===== src/rtl/axi4_lite_pkg.sv =====
`default_nettype none
// ============================================================================
// axi4_lite_pkg : shared encodings and default widths for the AXI4-Lite master
// Rev 1.0
// ============================================================================
package axi4_lite_pkg;

    localparam int DEF_ADDRESS_WIDTH  = 32;
    localparam int DEF_DATA_WIDTH     = 32;
    localparam int DEF_TIMEOUT_CYCLES = 256;
    localparam int DEF_TO_WIDTH       = 16;

    localparam logic [1:0] AXI_RESP_OKAY   = 2'b00;
    localparam logic [1:0] AXI_RESP_EXOKAY = 2'b01;
    localparam logic [1:0] AXI_RESP_SLVERR = 2'b10;
    localparam logic [1:0] AXI_RESP_DECERR = 2'b11;

    localparam logic [2:0] ENC_IDLE  = 3'd0;
    localparam logic [2:0] ENC_RADDR = 3'd1;
    localparam logic [2:0] ENC_RDATA = 3'd2;
    localparam logic [2:0] ENC_WRITE = 3'd3;
    localparam logic [2:0] ENC_WRESP = 3'd4;

    typedef enum logic [2:0] {
        ST_IDLE  = ENC_IDLE,
        ST_RADDR = ENC_RADDR,
        ST_RDATA = ENC_RDATA,
        ST_WRITE = ENC_WRITE,
        ST_WRESP = ENC_WRESP
    } state_t;

endpackage
`default_nettype wire


===== src/rtl/axi4_lite_timeout_ctr.sv =====
`default_nettype none
// ============================================================================
// axi4_lite_timeout_ctr : clear/enable watchdog, expires at TIMEOUT_CYCLES-1
// Rev 1.0
// ============================================================================
module axi4_lite_timeout_ctr #(
    parameter int TIMEOUT_CYCLES = 256,
    parameter int TO_WIDTH       = 16
) (
    input  logic clk,
    input  logic rst_n,
    input  logic i_clear,
    input  logic i_enable,
    output logic o_expire
);

    // A zero TIMEOUT_CYCLES disables the watchdog entirely.
    localparam bit                  C_ENABLED = (TIMEOUT_CYCLES != 0);
    localparam int                  C_LIMIT_I = C_ENABLED ? (TIMEOUT_CYCLES - 1) : 0;
    localparam logic [TO_WIDTH-1:0] C_LIMIT   = C_LIMIT_I[TO_WIDTH-1:0];

    logic [TO_WIDTH-1:0] r_count;

    assign o_expire = C_ENABLED && i_enable && (r_count == C_LIMIT);

    always_ff @(posedge clk) begin
        if (!rst_n || i_clear) begin
            r_count <= '0;
        end else if (C_ENABLED && i_enable && !o_expire) begin
            r_count <= r_count + TO_WIDTH'(1);
        end
    end

endmodule
`default_nettype wire


===== src/rtl/axi4_lite_master_cmdq.sv =====
`default_nettype none
// ============================================================================
// axi4_lite_master_cmdq : single-outstanding command/response AXI4-Lite master
// Rev 1.0
// ============================================================================
module axi4_lite_master_cmdq
    import axi4_lite_pkg::*;
#(
    parameter int ADDRESS_WIDTH  = DEF_ADDRESS_WIDTH,
    parameter int DATA_WIDTH     = DEF_DATA_WIDTH,
    parameter int TIMEOUT_CYCLES = DEF_TIMEOUT_CYCLES,
    parameter int TO_WIDTH       = DEF_TO_WIDTH
) (
    input  logic                      ACLK,
    input  logic                      ARESETN,
    input  logic                      cmd_valid,
    output logic                      cmd_ready,
    input  logic                      cmd_write,
    input  logic [ADDRESS_WIDTH-1:0]  cmd_addr,
    input  logic [DATA_WIDTH-1:0]     cmd_wdata,
    input  logic [DATA_WIDTH/8-1:0]   cmd_wstrb,
    output logic                      rsp_valid,
    output logic                      rsp_write,
    output logic [DATA_WIDTH-1:0]     rsp_rdata,
    output logic [1:0]                rsp_resp,
    output logic                      rsp_timeout,
    output logic [ADDRESS_WIDTH-1:0]  M_AXI_ARADDR,
    output logic                      M_AXI_ARVALID,
    input  logic                      M_AXI_ARREADY,
    input  logic [DATA_WIDTH-1:0]     M_AXI_RDATA,
    input  logic [1:0]                M_AXI_RRESP,
    input  logic                      M_AXI_RVALID,
    output logic                      M_AXI_RREADY,
    output logic [ADDRESS_WIDTH-1:0]  M_AXI_AWADDR,
    output logic                      M_AXI_AWVALID,
    input  logic                      M_AXI_AWREADY,
    output logic [DATA_WIDTH-1:0]     M_AXI_WDATA,
    output logic [DATA_WIDTH/8-1:0]   M_AXI_WSTRB,
    output logic                      M_AXI_WVALID,
    input  logic                      M_AXI_WREADY,
    input  logic [1:0]                M_AXI_BRESP,
    input  logic                      M_AXI_BVALID,
    output logic                      M_AXI_BREADY
);

    state_t r_state, w_state_nxt;
    logic   r_aw_done, r_w_done, w_aw_done_nxt, w_w_done_nxt;
    logic   w_arvalid_nxt, w_rready_nxt, w_awvalid_nxt, w_wvalid_nxt, w_bready_nxt;
    logic   w_accept, w_ar_hs, w_r_hs, w_aw_hs, w_w_hs, w_b_hs;
    logic   w_wd_enable, w_wd_clear, w_expire;
    logic                  w_rsp_fire, w_rsp_write, w_rsp_timeout;
    logic [DATA_WIDTH-1:0] w_rsp_rdata;
    logic [1:0]            w_rsp_resp;

    assign cmd_ready = (r_state == ST_IDLE);
    assign w_accept  = cmd_ready && cmd_valid;
    assign w_ar_hs   = M_AXI_ARVALID && M_AXI_ARREADY;
    assign w_r_hs    = M_AXI_RVALID  && M_AXI_RREADY;
    assign w_aw_hs   = M_AXI_AWVALID && M_AXI_AWREADY;
    assign w_w_hs    = M_AXI_WVALID  && M_AXI_WREADY;
    assign w_b_hs    = M_AXI_BVALID  && M_AXI_BREADY;

    // Enable excludes the handshake cycle, so a handshake on expiry completes normally.
    assign w_wd_clear  = (r_state != ST_RDATA) && (r_state != ST_WRESP);
    assign w_wd_enable = ((r_state == ST_RDATA) && !w_r_hs) ||
                         ((r_state == ST_WRESP) && !w_b_hs);

    axi4_lite_timeout_ctr #(
        .TIMEOUT_CYCLES (TIMEOUT_CYCLES),
        .TO_WIDTH       (TO_WIDTH)
    ) u_timeout_ctr (
        .clk      (ACLK),
        .rst_n    (ARESETN),
        .i_clear  (w_wd_clear),
        .i_enable (w_wd_enable),
        .o_expire (w_expire)
    );

    always_comb begin
        w_state_nxt   = r_state;
        w_arvalid_nxt = M_AXI_ARVALID;
        w_rready_nxt  = M_AXI_RREADY;
        w_awvalid_nxt = M_AXI_AWVALID;
        w_wvalid_nxt  = M_AXI_WVALID;
        w_bready_nxt  = M_AXI_BREADY;
        w_aw_done_nxt = r_aw_done;
        w_w_done_nxt  = r_w_done;
        w_rsp_fire    = 1'b0;
        w_rsp_write   = 1'b0;
        w_rsp_rdata   = '0;
        w_rsp_resp    = AXI_RESP_OKAY;
        w_rsp_timeout = 1'b0;
        case (r_state)
            ST_IDLE: begin
                if (cmd_valid) begin
                    if (cmd_write) begin
                        w_state_nxt   = ST_WRITE;
                        w_awvalid_nxt = 1'b1;
                        w_wvalid_nxt  = 1'b1;
                        w_aw_done_nxt = 1'b0;
                        w_w_done_nxt  = 1'b0;
                    end else begin
                        w_state_nxt   = ST_RADDR;
                        w_arvalid_nxt = 1'b1;
                    end
                end
            end
            ST_RADDR: begin
                if (w_ar_hs) begin
                    w_arvalid_nxt = 1'b0;
                    w_rready_nxt  = 1'b1;
                    w_state_nxt   = ST_RDATA;
                end
            end
            ST_RDATA: begin
                if (w_r_hs || w_expire) begin
                    w_rready_nxt  = 1'b0;
                    w_state_nxt   = ST_IDLE;
                    w_rsp_fire    = 1'b1;
                    w_rsp_rdata   = w_r_hs ? M_AXI_RDATA : '0;
                    w_rsp_resp    = w_r_hs ? M_AXI_RRESP : AXI_RESP_SLVERR;
                    w_rsp_timeout = !w_r_hs;
                end
            end
            ST_WRITE: begin
                if (w_aw_hs) begin
                    w_awvalid_nxt = 1'b0;
                    w_aw_done_nxt = 1'b1;
                end
                if (w_w_hs) begin
                    w_wvalid_nxt = 1'b0;
                    w_w_done_nxt = 1'b1;
                end
                if (w_aw_done_nxt && w_w_done_nxt) begin
                    w_state_nxt  = ST_WRESP;
                    w_bready_nxt = 1'b1;
                end
            end
            ST_WRESP: begin
                if (w_b_hs || w_expire) begin
                    w_bready_nxt  = 1'b0;
                    w_state_nxt   = ST_IDLE;
                    w_rsp_fire    = 1'b1;
                    w_rsp_write   = 1'b1;
                    w_rsp_resp    = w_b_hs ? M_AXI_BRESP : AXI_RESP_SLVERR;
                    w_rsp_timeout = !w_b_hs;
                end
            end
            default: w_state_nxt = ST_IDLE;
        endcase
    end

    always_ff @(posedge ACLK) begin
        if (!ARESETN) begin
            r_state       <= ST_IDLE;
            r_aw_done     <= 1'b0;
            r_w_done      <= 1'b0;
            M_AXI_ARADDR  <= '0;
            M_AXI_ARVALID <= 1'b0;
            M_AXI_RREADY  <= 1'b0;
            M_AXI_AWADDR  <= '0;
            M_AXI_AWVALID <= 1'b0;
            M_AXI_WDATA   <= '0;
            M_AXI_WSTRB   <= '0;
            M_AXI_WVALID  <= 1'b0;
            M_AXI_BREADY  <= 1'b0;
            rsp_valid     <= 1'b0;
            rsp_write     <= 1'b0;
            rsp_rdata     <= '0;
            rsp_resp      <= AXI_RESP_OKAY;
            rsp_timeout   <= 1'b0;
        end else begin
            r_state       <= w_state_nxt;
            r_aw_done     <= w_aw_done_nxt;
            r_w_done      <= w_w_done_nxt;
            M_AXI_ARVALID <= w_arvalid_nxt;
            M_AXI_RREADY  <= w_rready_nxt;
            M_AXI_AWVALID <= w_awvalid_nxt;
            M_AXI_WVALID  <= w_wvalid_nxt;
            M_AXI_BREADY  <= w_bready_nxt;
            if (w_accept && !cmd_write) begin
                M_AXI_ARADDR <= cmd_addr;
            end
            if (w_accept && cmd_write) begin
                M_AXI_AWADDR <= cmd_addr;
                M_AXI_WDATA  <= cmd_wdata;
                M_AXI_WSTRB  <= cmd_wstrb;
            end
            rsp_valid <= w_rsp_fire;
            if (w_rsp_fire) begin
                rsp_write   <= w_rsp_write;
                rsp_rdata   <= w_rsp_rdata;
                rsp_resp    <= w_rsp_resp;
                rsp_timeout <= w_rsp_timeout;
            end
        end
    end

endmodule
`default_nettype wire


===== config.mk =====
export PLATFORM = sky130hd
export DESIGN_NAME = axi4_lite_master_cmdq
export DESIGN_NICKNAME = d
export VERILOG_FILES = /design/src/rtl/axi4_lite_pkg.sv /design/src/rtl/axi4_lite_timeout_ctr.sv /design/src/rtl/axi4_lite_master_cmdq.sv
export SDC_FILE = /design/constraint.sdc
export NUM_CORES = 1
export LEC_CHECK = 0
export BUFFER_PORTS_ARGS = -buffer_cell sky130_fd_sc_hd__buf_2
export CORE_MARGIN = 10
export CORE_UTILIZATION = 45
export CTS_BUF_LIST = sky130_fd_sc_hd__clkbuf_16
export CTS_CLUSTER_DIAMETER = 30
export DETAILED_ROUTE_END_ITERATION = 7
export HOLD_SLACK_MARGIN = 0.02
export PLACE_DENSITY_LB_ADDON = 0.05
export SYNTH_ARGS = -nofsm -noshare
export SYNTH_HDL_FRONTEND = slang
export SYNTH_SLANG_ARGS = --single-unit

===== constraint.sdc =====
create_clock -name ACLK -period 5.8 [get_ports ACLK]
set_input_delay 0.87 -clock ACLK [delete_from_list [all_inputs] [get_ports ACLK]]
set_output_delay 0.87 -clock ACLK [all_outputs]
set_load 0.1 [all_outputs]

== Yosys cells after proc, flatten, opt, wreduce, memory -nomap -nowiden ==
Index checks and enable logic that the tools add are counted.
W data, S select, Z words.
Storage, ports and cells
  bits in registers: 163
  input bits: 113
  output and inout bits: 143
  word-level logic and storage cells: 116
Operators by class
  $add $sub $neg: 1
  equality and inequality tests: 16
  mux-type cells: 46
  reduce and logical (&&, ||, !) cells: 35
Operator list (number)
  $mux W32: 3
  $mux W1: 22
  $pmux W1 S2: 9
  $add A16 B1 Y16 const B: 1
  $eq A16 B8 Y1 const B: 1
  $mux W3: 5
  $pmux W3 S5: 1
  $logic_and A1 B1 Y1: 14
  $ne A2 B2 Y1 const B: 6
  $reduce_and A4 Y1: 3
  $mux W2: 5
  $reduce_and A3 Y1: 3
  $reduce_bool A2 Y1: 4
  $eq A3 B2 Y1 const B: 2
  $ne A2 B1 Y1 const B: 3
  $logic_not A1 Y1: 5
  $reduce_and A5 Y1: 1
  $logic_or A1 B1 Y1: 4
  $pmux W2 S2: 1
  $eq A3 B1 Y1 const B: 1
  $eq A3 B3 Y1 const B: 1
  $logic_not A3 Y1: 1
  $ne A3 B2 Y1 const B: 1
  $ne A3 B3 Y1 const B: 1

== Longest topological paths before layout ==
Gate-level depths: netlist of run 1.
  word-level depth: 8
  mapped depth: 8
  mapped depth without buffers: 6

== Cells and area by module ==
Synthesis of run 1 repeated with hierarchy kept, for this count alone.
Unflattened totals
  cells, all modules: 711
  area, all modules: 6331.1 µm²
Modules (own cells, without submodules)
  axi4_lite_master_cmdq: times used 1, cells each 615, area an instance 5541.6 µm², sequential area each 2942.8 µm²
  axi4_lite_timeout_ctr: times used 1, cells each 96, area an instance 789.5 µm², sequential area each 320.3 µm²

== Worst setup path after synthesis of run 1 ==
Ideal clock, no wire load.
  path type: register -> register
  start: register r_state[2]
  end: register M_AXI_ARADDR[10]
  setup time: 124 ps
  arrival time: 3649 ps
  data required time: 5676 ps
  slack: 2027 ps
  cell stages (with the launch flop): 8
  clock period less this slack: 3773 ps
  cells stage by stage: dfxtp_1 > nor3_1 > nand2_1 > or2_2 > clkbuf_1 > clkbuf_1 > nand2_1 > a21boi_0
On the way
  cells in the longest elaborated chain, start to end: 3
RTL lines
  start: declaration: line axi4_lite_master_cmdq.sv:46  | state_t r_state, w_state_nxt;
  start signal: assignment: line axi4_lite_master_cmdq.sv:173  | r_state <= w_state_nxt;
  $logic_not A3 Y1: line axi4_lite_master_cmdq.sv:55  | assign cmd_ready = (r_state == ST_IDLE);
  net cmd_ready: line axi4_lite_master_cmdq.sv:17  | output logic cmd_ready,
  $logic_and A1 B1 Y1: line axi4_lite_master_cmdq.sv:56  | assign w_accept = cmd_ready && cmd_valid;
  $logic_and A1 B1 Y1: line axi4_lite_master_cmdq.sv:181  | if (w_accept && !cmd_write) begin
  end signal: assignment: line axi4_lite_master_cmdq.sv:182  | M_AXI_ARADDR <= cmd_addr;
  end: declaration: line axi4_lite_master_cmdq.sv:27  | output logic [ADDRESS_WIDTH-1:0] M_AXI_ARADDR,
The timed path passes the listed nets, and every way through them passes these cells.
A chain may end at the register's enable or synchronous reset.

== Final worst setup path of run 1 ==
  start: register u_timeout_ctr.r_count[0]
  end: register rsp_resp[0]
On the way
  cells in the longest elaborated chain, start to end: 5
RTL lines
  start: declaration: line axi4_lite_timeout_ctr.sv:22  | logic [TO_WIDTH-1:0] r_count;
  start signal: assignment: line axi4_lite_timeout_ctr.sv:30  | r_count <= r_count + TO_WIDTH'(1);
  $eq A16 B8 Y1 *: line axi4_lite_timeout_ctr.sv:24  | assign o_expire = C_ENABLED && i_enable && (r_count == C_LIMIT);
  $logic_and A1 B1 Y1 *: line axi4_lite_timeout_ctr.sv:24
  $logic_or A1 B1 Y1, on equally long branches: line axi4_lite_master_cmdq.sv:140, axi4_lite_master_cmdq.sv:116
  $mux W2, or another cell as far along: line axi4_lite_master_cmdq.sv:140  | if (w_b_hs || w_expire) begin
  $pmux W2 S2 / $pmux W1 S2 (equally long branches): line axi4_lite_master_cmdq.sv:93  | case (r_state)
  end signal: assignment: line axi4_lite_master_cmdq.sv:193  | rsp_resp <= w_rsp_resp;
  end: declaration: line axi4_lite_master_cmdq.sv:25  | output logic [1:0] rsp_resp,
Every way passes the cells marked *; elsewhere a longest branch is shown, timed or not.

==> results of run 1 <==
worst max-delay path by stage:
stage | startpoint | endpoint
6_report | u_timeout_ctr.r_count[0] | rsp_resp[0]
5_1_grt | u_timeout_ctr.r_count[0] | rsp_resp[1]
4_1_cts | u_timeout_ctr.r_count[0] | rsp_resp[0]
3_5_place_dp | M_AXI_RVALID | rsp_resp[0]
3_3_place_gp | M_AXI_RVALID | rsp_resp[0]
2_1_floorplan | r_state[2] | M_AXI_ARADDR[10]
registers in the layout, summed over array words and instances (netlist names):
register and flops:
M_AXI_RREADY 1, r_aw_done 1, u_timeout_ctr.r_count 16, rsp_timeout 1, M_AXI_AWADDR 32, rsp_rdata 32, r_w_done 1, M_AXI_WVALID 1
r_state 3, M_AXI_BREADY 1, M_AXI_ARVALID 1, M_AXI_WDATA 32, rsp_resp 2, rsp_valid 1, rsp_write 1, M_AXI_WSTRB 4
M_AXI_ARADDR 32, M_AXI_AWVALID 1
through the flow:
| step | worst slack (ns) | area [sq um] |
|---|---|---|
| after CTS | 3.07 | 8060 |
| after global routing | 2.84 | 8060 |
| after global placement | 3.04 | 7420 |
| after floorplan | 2.03 | 6100 |
| after detailed placement | 2.97 | 7420 |
| final | 3.11 | 8060 |
layout by cell type, fill, tap and decap left out, drive strengths merged:
cell and count:
or2 1, nand3b 1, bufinv 5, xnor2 9, and3 5, and2 4, nand2 218, or3 3
nor4 8, o211a 2, and4 2, a21boi 107, buf 259, nand2b 1, xor2 1, nor3b 4
nor2b 3, o21a 2, dfxtp 163, o21ai 5, a32oi 1, a21oi 12, nor3 3, a32o 1
o211ai 1, nand4 5, nand3 7, o2bb2ai 1, or4 4, clkbuf 17, o31ai 5, a22oi 1
inv 1, ha 1, clkinv 8, clkinvlp 2, a22o 34, nor2 15
cell usage after synthesis (all sizes together) (3+ instances only):
cell | n | share of area (%)
a21boi | 107 | 13
xnor2 | 9 | 1.3
nor2b | 3 | 0.31
nand2 | 218 | 13
clkbuf | 44 | 2.7
nand4 | 5 | 0.51
or4 | 4 | 0.49
and3 | 5 | 0.51
a21oi | 12 | 0.99
nand3 | 7 | 0.57
dfxtp | 163 | 54
buf | 6 | 0.70
nor3b | 4 | 0.66
o31ai | 5 | 0.62
nor3 | 3 | 0.25
a22o | 34 | 4.9
o21ai | 5 | 0.41
or3 | 3 | 0.39
and2 | 4 | 0.41
nor4 | 8 | 0.82
nor2 | 15 | 0.92
layer usage:
| metal | up-vias | track usage [%] |
|---|---|---|
| met1 | 2573 | 19.9 |
| met5 | - | 0 |
| met3 | 19 | 9.59 |
| li1 | 2757 | - |
| met4 | 0 | 6.04 |
| met2 | 166 | 34.0 |
logic make-up (layout without fill, tap and decap cells):
group / Yosys count / in the layout / synth area share (%)
buffers and inverters: 51 / 292 / 3.47
AND/OR/NAND/NOR: 284 / 284 / 19.9
AO/OA/AOI/OAI: 172 / 172 / 21.4
flip-flops: 163 / 163 / 53.5
adder cells (fa/ha/maj): 1 / 1 / 0.205
XOR/XNOR: 10 / 10 / 1.44
power by group through the flow:
stage | clock network (mW) | logic, mW | registers, mW
floorplan | 0 | 0.110 | 1.48
global placement | 0 | 0.490 | 1.21
detailed placement | 0 | 0.496 | 1.21
CTS | 1.22 | 0.496 | 1.18
global route | 1.27 | 0.520 | 1.19
finish | 1.20 | 0.492 | 1.18
cell type report:
class,instances,area share [%]
Clock buffer,17,5.28
Tap cell,176,2.73
Inverter,1,0.0466
Sequential cell,163,40.5
Timing Repair Buffer,259,16.2
Clock inverter,15,2.65
Multi-Input combinational cell,467,32.6
worst reg2reg max path: stages (launching register included):
cell     delay (ns)
dfxtp_1        0.33
ha_1           0.25
and3_1         0.20
and4_4         0.24
o21ai_0        0.33
and3_1         1.02
a22o_1         0.28
==> impl_metrics.ini, run 1 <==
[outcome]
status = finished, final reports clean

[pwr]
p_sw_share_pct = 30.0
p_comb_share_pct = 17.1
leakagePower_nw = 3.56
clockPowerShare_pct = 41.8
intPower_mw = 2.01
power.switching_uw = 864
totalPowerFinal_mw = 2.88
peakVddDrop_mv = 0.257
power_density_mw_per_mm2 = 357
pwr-share-seq_pct = 41.1

[clock_tree]
cts_resized = 0
holdBufCountCts = 0
clk_path_buf_depth = 2
clk_pin_slew_ns = 0.06
clkLatencyLatePin_ns = 0.42
clockRootBuffer = clkbuf_16
postCtsSetupRepairBufs = 0
cts_tree = yes
cts-htree-levels = 4
cts_made_buffers = 17
cts.sink_count = 163

[grt]
antenna_found_initial = 1
grt_pass1_wl_mm = 28.9
track_usage_pct = 19.4
grt_overflow = 0
grt_max_degree = 114
grt_pass1_vias = 5711

[layout]
n_fill_cell = 1227
regArea_sq_mm = 0.00326
fin_cells = 1098
utilization_pct = 60.9
area_delta_synth_final_pct = 32.3
drive_gt1_share_pct = 32.3
n_antenna_cell = 0
final_nets = 1023
multi_input_area_sq_mm = 0.00263

[timing]
period_share_pct = 46.4
setup_viol_count_final = 0
slew_violations = 0
finClkSkew_ns = 0.0113
holdWs_ns = 0.460
fmax_mhz = 371
rsz0062_at_grt = no
hold_viol_final = 0
tns_ns = 0
period_minus_slack_ns = 2.69
max_slew_margin_pct = 19.3
tightestPinTransition_ns = 1.21

[floorplanning]
die_x_microns = 136
num_io_pins = 256
initial_utilization_pct = 46.0
die_h_microns = 136
fp.coreArea_sq_mm = 0.0132
die-area_sq_mm = 0.0186
std_cell_rows = 42

[logic_synthesis]
yosysUniqueCellTypes = 39
synth_edf_count = 0
synth_nets = 795
synthCells = 681
yosys_warnings = 0
async_flop_share_pct = 0
ys_ff_latch = 163
synth_area_sq_mm = 0.00610
syn-mean-instance-area_sq_um = 8.95
ys_seq_area_share_pct = 53.5
ys.flop_type = dfxtp_1

[hold_path]
hold_class = reg2reg
worstHoldStart = M_AXI_WDATA[15]
hold_path_depth = 2
holdPathEnd = M_AXI_WDATA[15]

[critical_path]
crit_type = reg2reg
r2r_end = rsp_resp[0]
path_depth = 6
slowest_delay_ns = 1.02
cp.buffers_inverters = 0
cpMaxStageDelayCell = and3_1
crit_required_ns = 6.16
endpoint_kind = flop
worst-r2r-setup-slack_ns = 3.11
path_cells = ha_1 > and3_1 > and4_4 > o21ai_0 > and3_1 > a22o_1
critPathLaunchType = flop
cp_data_arrival_time_ns = 3.06
reg2reg_from = u_timeout_ctr.r_count[0]
crit_path_frequent_cell = and3_1
cp_max_fo = 35
crit_family = simple AND/OR/NAND/NOR gates
reg2regPathDepth = 6

[drt]
wire_per_inst_microns = 16.7
num_vias = 5515
drtAntennaViolNets = 0
drtIter0Drc = 292
viasPerCell = 5.02
drc = 0
wl_met1_mm = 6.90
wirelength_mm = 18.4
wl_met3_mm = 1.96
dr.pass1.iters = 4
met2_length_mm = 9.32
top_layer_used = met4

[place]
dp_cells = 1066
hpwlAfterDp_mm = 13.6
gp_congestion = 0.835
io_buffers = 255

[flow_run]
drv_cap = 0
Power figures use the tool's default switching activity.
==> inputs of run 2 (changes only) <==
- ABC_AREA: unset -> 1
- clock period: 5.8 -> 2.8 ns (I/O delays scaled with it)
==> run 2 against run 1 <==
Compared with the run above:
- global-route usage is 0.33 points lower
- highest routed layer is now met5
- flip-flop and latch count stayed put
- sequential share of layout area is 1.6 points lower
- critical endpoint is now cmd_ready
==> impl_metrics.ini, run 2 <==
[critical_path]
worst-r2r-setup-slack_ns = 0.82
critPathLaunchType = flop
reg2regPathDepth = 10
reg2reg_from = u_timeout_ctr.r_count[0]
endpoint = cmd_ready
crit_required_ns = 2.38
crit_type = reg2out
r2r_end = rsp_rdata[18]
path_cells = inv_2 > nand2_2 > nor2_2 > buf_2
critPathLaunch = r_state[1]
path_depth = 4
cp_data_arrival_time_ns = 1.66
slowest_delay_ns = 0.49
cp.buffers_inverters = 2
cp_max_fo = 5
cpMaxStageDelayCell = buf_2
endpoint_kind = output port
crit_family = buffers and inverters

[logic_synthesis]
synth_area_leaders = dfxtp_1, nand2_1, a21oi_1, nand3_1, inv_1
ys_ff_latch = 163
synth.most_common_cell = nand2_1
yosysUniqueCellTypes = 36
yosys_warnings = 0
synth_nets = 960
async_flop_share_pct = 0
yosys.area_share.simple_pct = 27.3
synthAdderAreaFrac_pct = 0.191
synth_area_sq_mm = 0.00654
synth_top_family_by_area = simple AND/OR/NAND/NOR gates
synth_common_cells = nand2_1, dfxtp_1, a21oi_1, nand3_1, inv_1
synthXorXnorAreaFrac_pct = 0.937
ys.flop_type = dfxtp_1
synth-compound-area-share_pct = 13.4
synthCells = 846
syn-mean-instance-area_sq_um = 7.73
ys_seq_area_share_pct = 49.9
synth_edf_count = 0
synth_top_area_share_pct = 49.9
synthMuxAreaShare_pct = 0
yosys.area.top_type = dfxtp_1

[layout]
final_cell_mix = buf_2, nand2_1, dfxtp_1
utilization_pct = 58.4
layout_commonest_cell = buf_2
drive_gt1_share_pct = 32.1
final_nets = 1188
fin_cells = 1273
area_delta_synth_final_pct = 28.4

[grt]
grt_pass1_wl_mm = 31.2
gr-max-usage-layer = met2
track_usage_pct = 19.1
grt_use_met1_pct = 22.3
met2_usage_pct = 29.8
grt_max_degree = 70
grt_overflow = 0
antenna_found_initial = 3
grt_pass1_vias = 5849
grt_use_met3_pct = 9.57

[clock_tree]
cts.sink_count = 163
clkLatencyLatePin_ns = 0.42
clk_path_buf_depth = 2
cts_tree = yes
clk_pin_slew_ns = 0.06
clockRootBuffer = clkbuf_16
cts-htree-levels = 4
postCtsSetupRepairBufs = 0
cts_made_buffers = 17
cts_resized = 0
holdBufCountCts = 0

[place]
dp_cells = 1239
hpwlAfterDp_mm = 14.4
gp_congestion = 0.848
place_ws_ns = 0.807
io_buffers = 255

[hold_path]
hold_class = in2reg

[timing]
tns_ns = 0
fmax_mhz = 481
finClkSkew_ns = 0.0108
rsz0062_at_grt = no
period_share_pct = 74.3
period_minus_slack_ns = 2.08
max_slew_margin_pct = 53.3
tightestPinTransition_ns = 0.701
worst_slack_ns = 0.721
setup_viol_count_final = 0
slew_violations = 0
hold_viol_final = 0

[flow_run]
drv_cap = 0

[drt]
drc = 0
viasPerCell = 4.85
num_vias = 6172
dr.pass1.iters = 4
drtAntennaViolNets = 0
wirelength_mm = 19.8
drtIter0Drc = 312
wire_per_inst_microns = 15.5

[floorplanning]
die_h_microns = 141
std_cell_rows = 44
fp.coreArea_sq_mm = 0.0144
initial_utilization_pct = 45.5
die-area_sq_mm = 0.0198
num_io_pins = 256
die_x_microns = 141

[outcome]
status = finished, final reports clean

[pwr]
leakagePower_nw = 3.98
power_density_mw_per_mm2 = 902
peakVddDrop_mv = 0.716
==> run 2: worst min-delay path by stage <==
stage	startpoint	to	slack, ns	cells after the start
2_1_floorplan	r_w_done	r_w_done	0.47	2
3_3_place_gp	rsp_rdata[16]	rsp_rdata[16]	0.42	2
3_5_place_dp	M_AXI_ARADDR[10]	M_AXI_ARADDR[10]	0.43	2
4_1_cts	M_AXI_RDATA[19]	rsp_rdata[19]	0.20	3
5_1_grt	M_AXI_RDATA[17]	rsp_rdata[17]	0.21	3
6_report	M_AXI_RDATA[19]	rsp_rdata[19]	0.22	3
==> run 2: per-layer routing <==
metal  vias up  routed length [microns]  share of wire (%)
met5         -                       13              0.066
met4         2                      352                1.8
met3        22                     1990                 10
met2       184                     9030                 46
met1      2744                     8410                 42
li1       3220                        -                  -
==> run 2: cell families (layout without fill, tap and decap cells) <==
logic type	Yosys count	after routing
fa+ha+maj	1	1
other cells	0	2
simple gates	382	382
flops	163	163
buf+inv	122	363
compound gates	171	171
xor+xnor	7	7
==> run 2: report_power, final <==
group          switching, mW  internal, mW  leakage (nW)
Clock                  0.938          1.12         0.255
Combinational           2.37         0.479          2.40
Sequential             0.123          2.54          1.32
==> run 2: worst min-delay path, cell delays in order <==
cell     delay, ns
buf_2         0.07
nand3_1       0.06
nand2_1       0.06
==> run 2: layout make-up <==
cell class              instances  area (sq um)
multi-input cells             561          2740
inverters                      67           254
clock buffers                  17           425
diodes                          2          5.00
well taps                     184           230
clock inverters                15          96.3
fillers                      1402          5970
flip-flops and latches        163          3260
repair buffers                264          1380
==> run 2: stage by stage <==
step	hold slack (ns)	area (sq um)	total power [mW]
floorplan	0.465	6540	5.05
global placement	0.424	7870	5.58
detailed placement	0.433	7870	5.58
CTS	0.200	8390	7.65
global route	0.212	8400	7.91
finish	0.219	8400	7.57
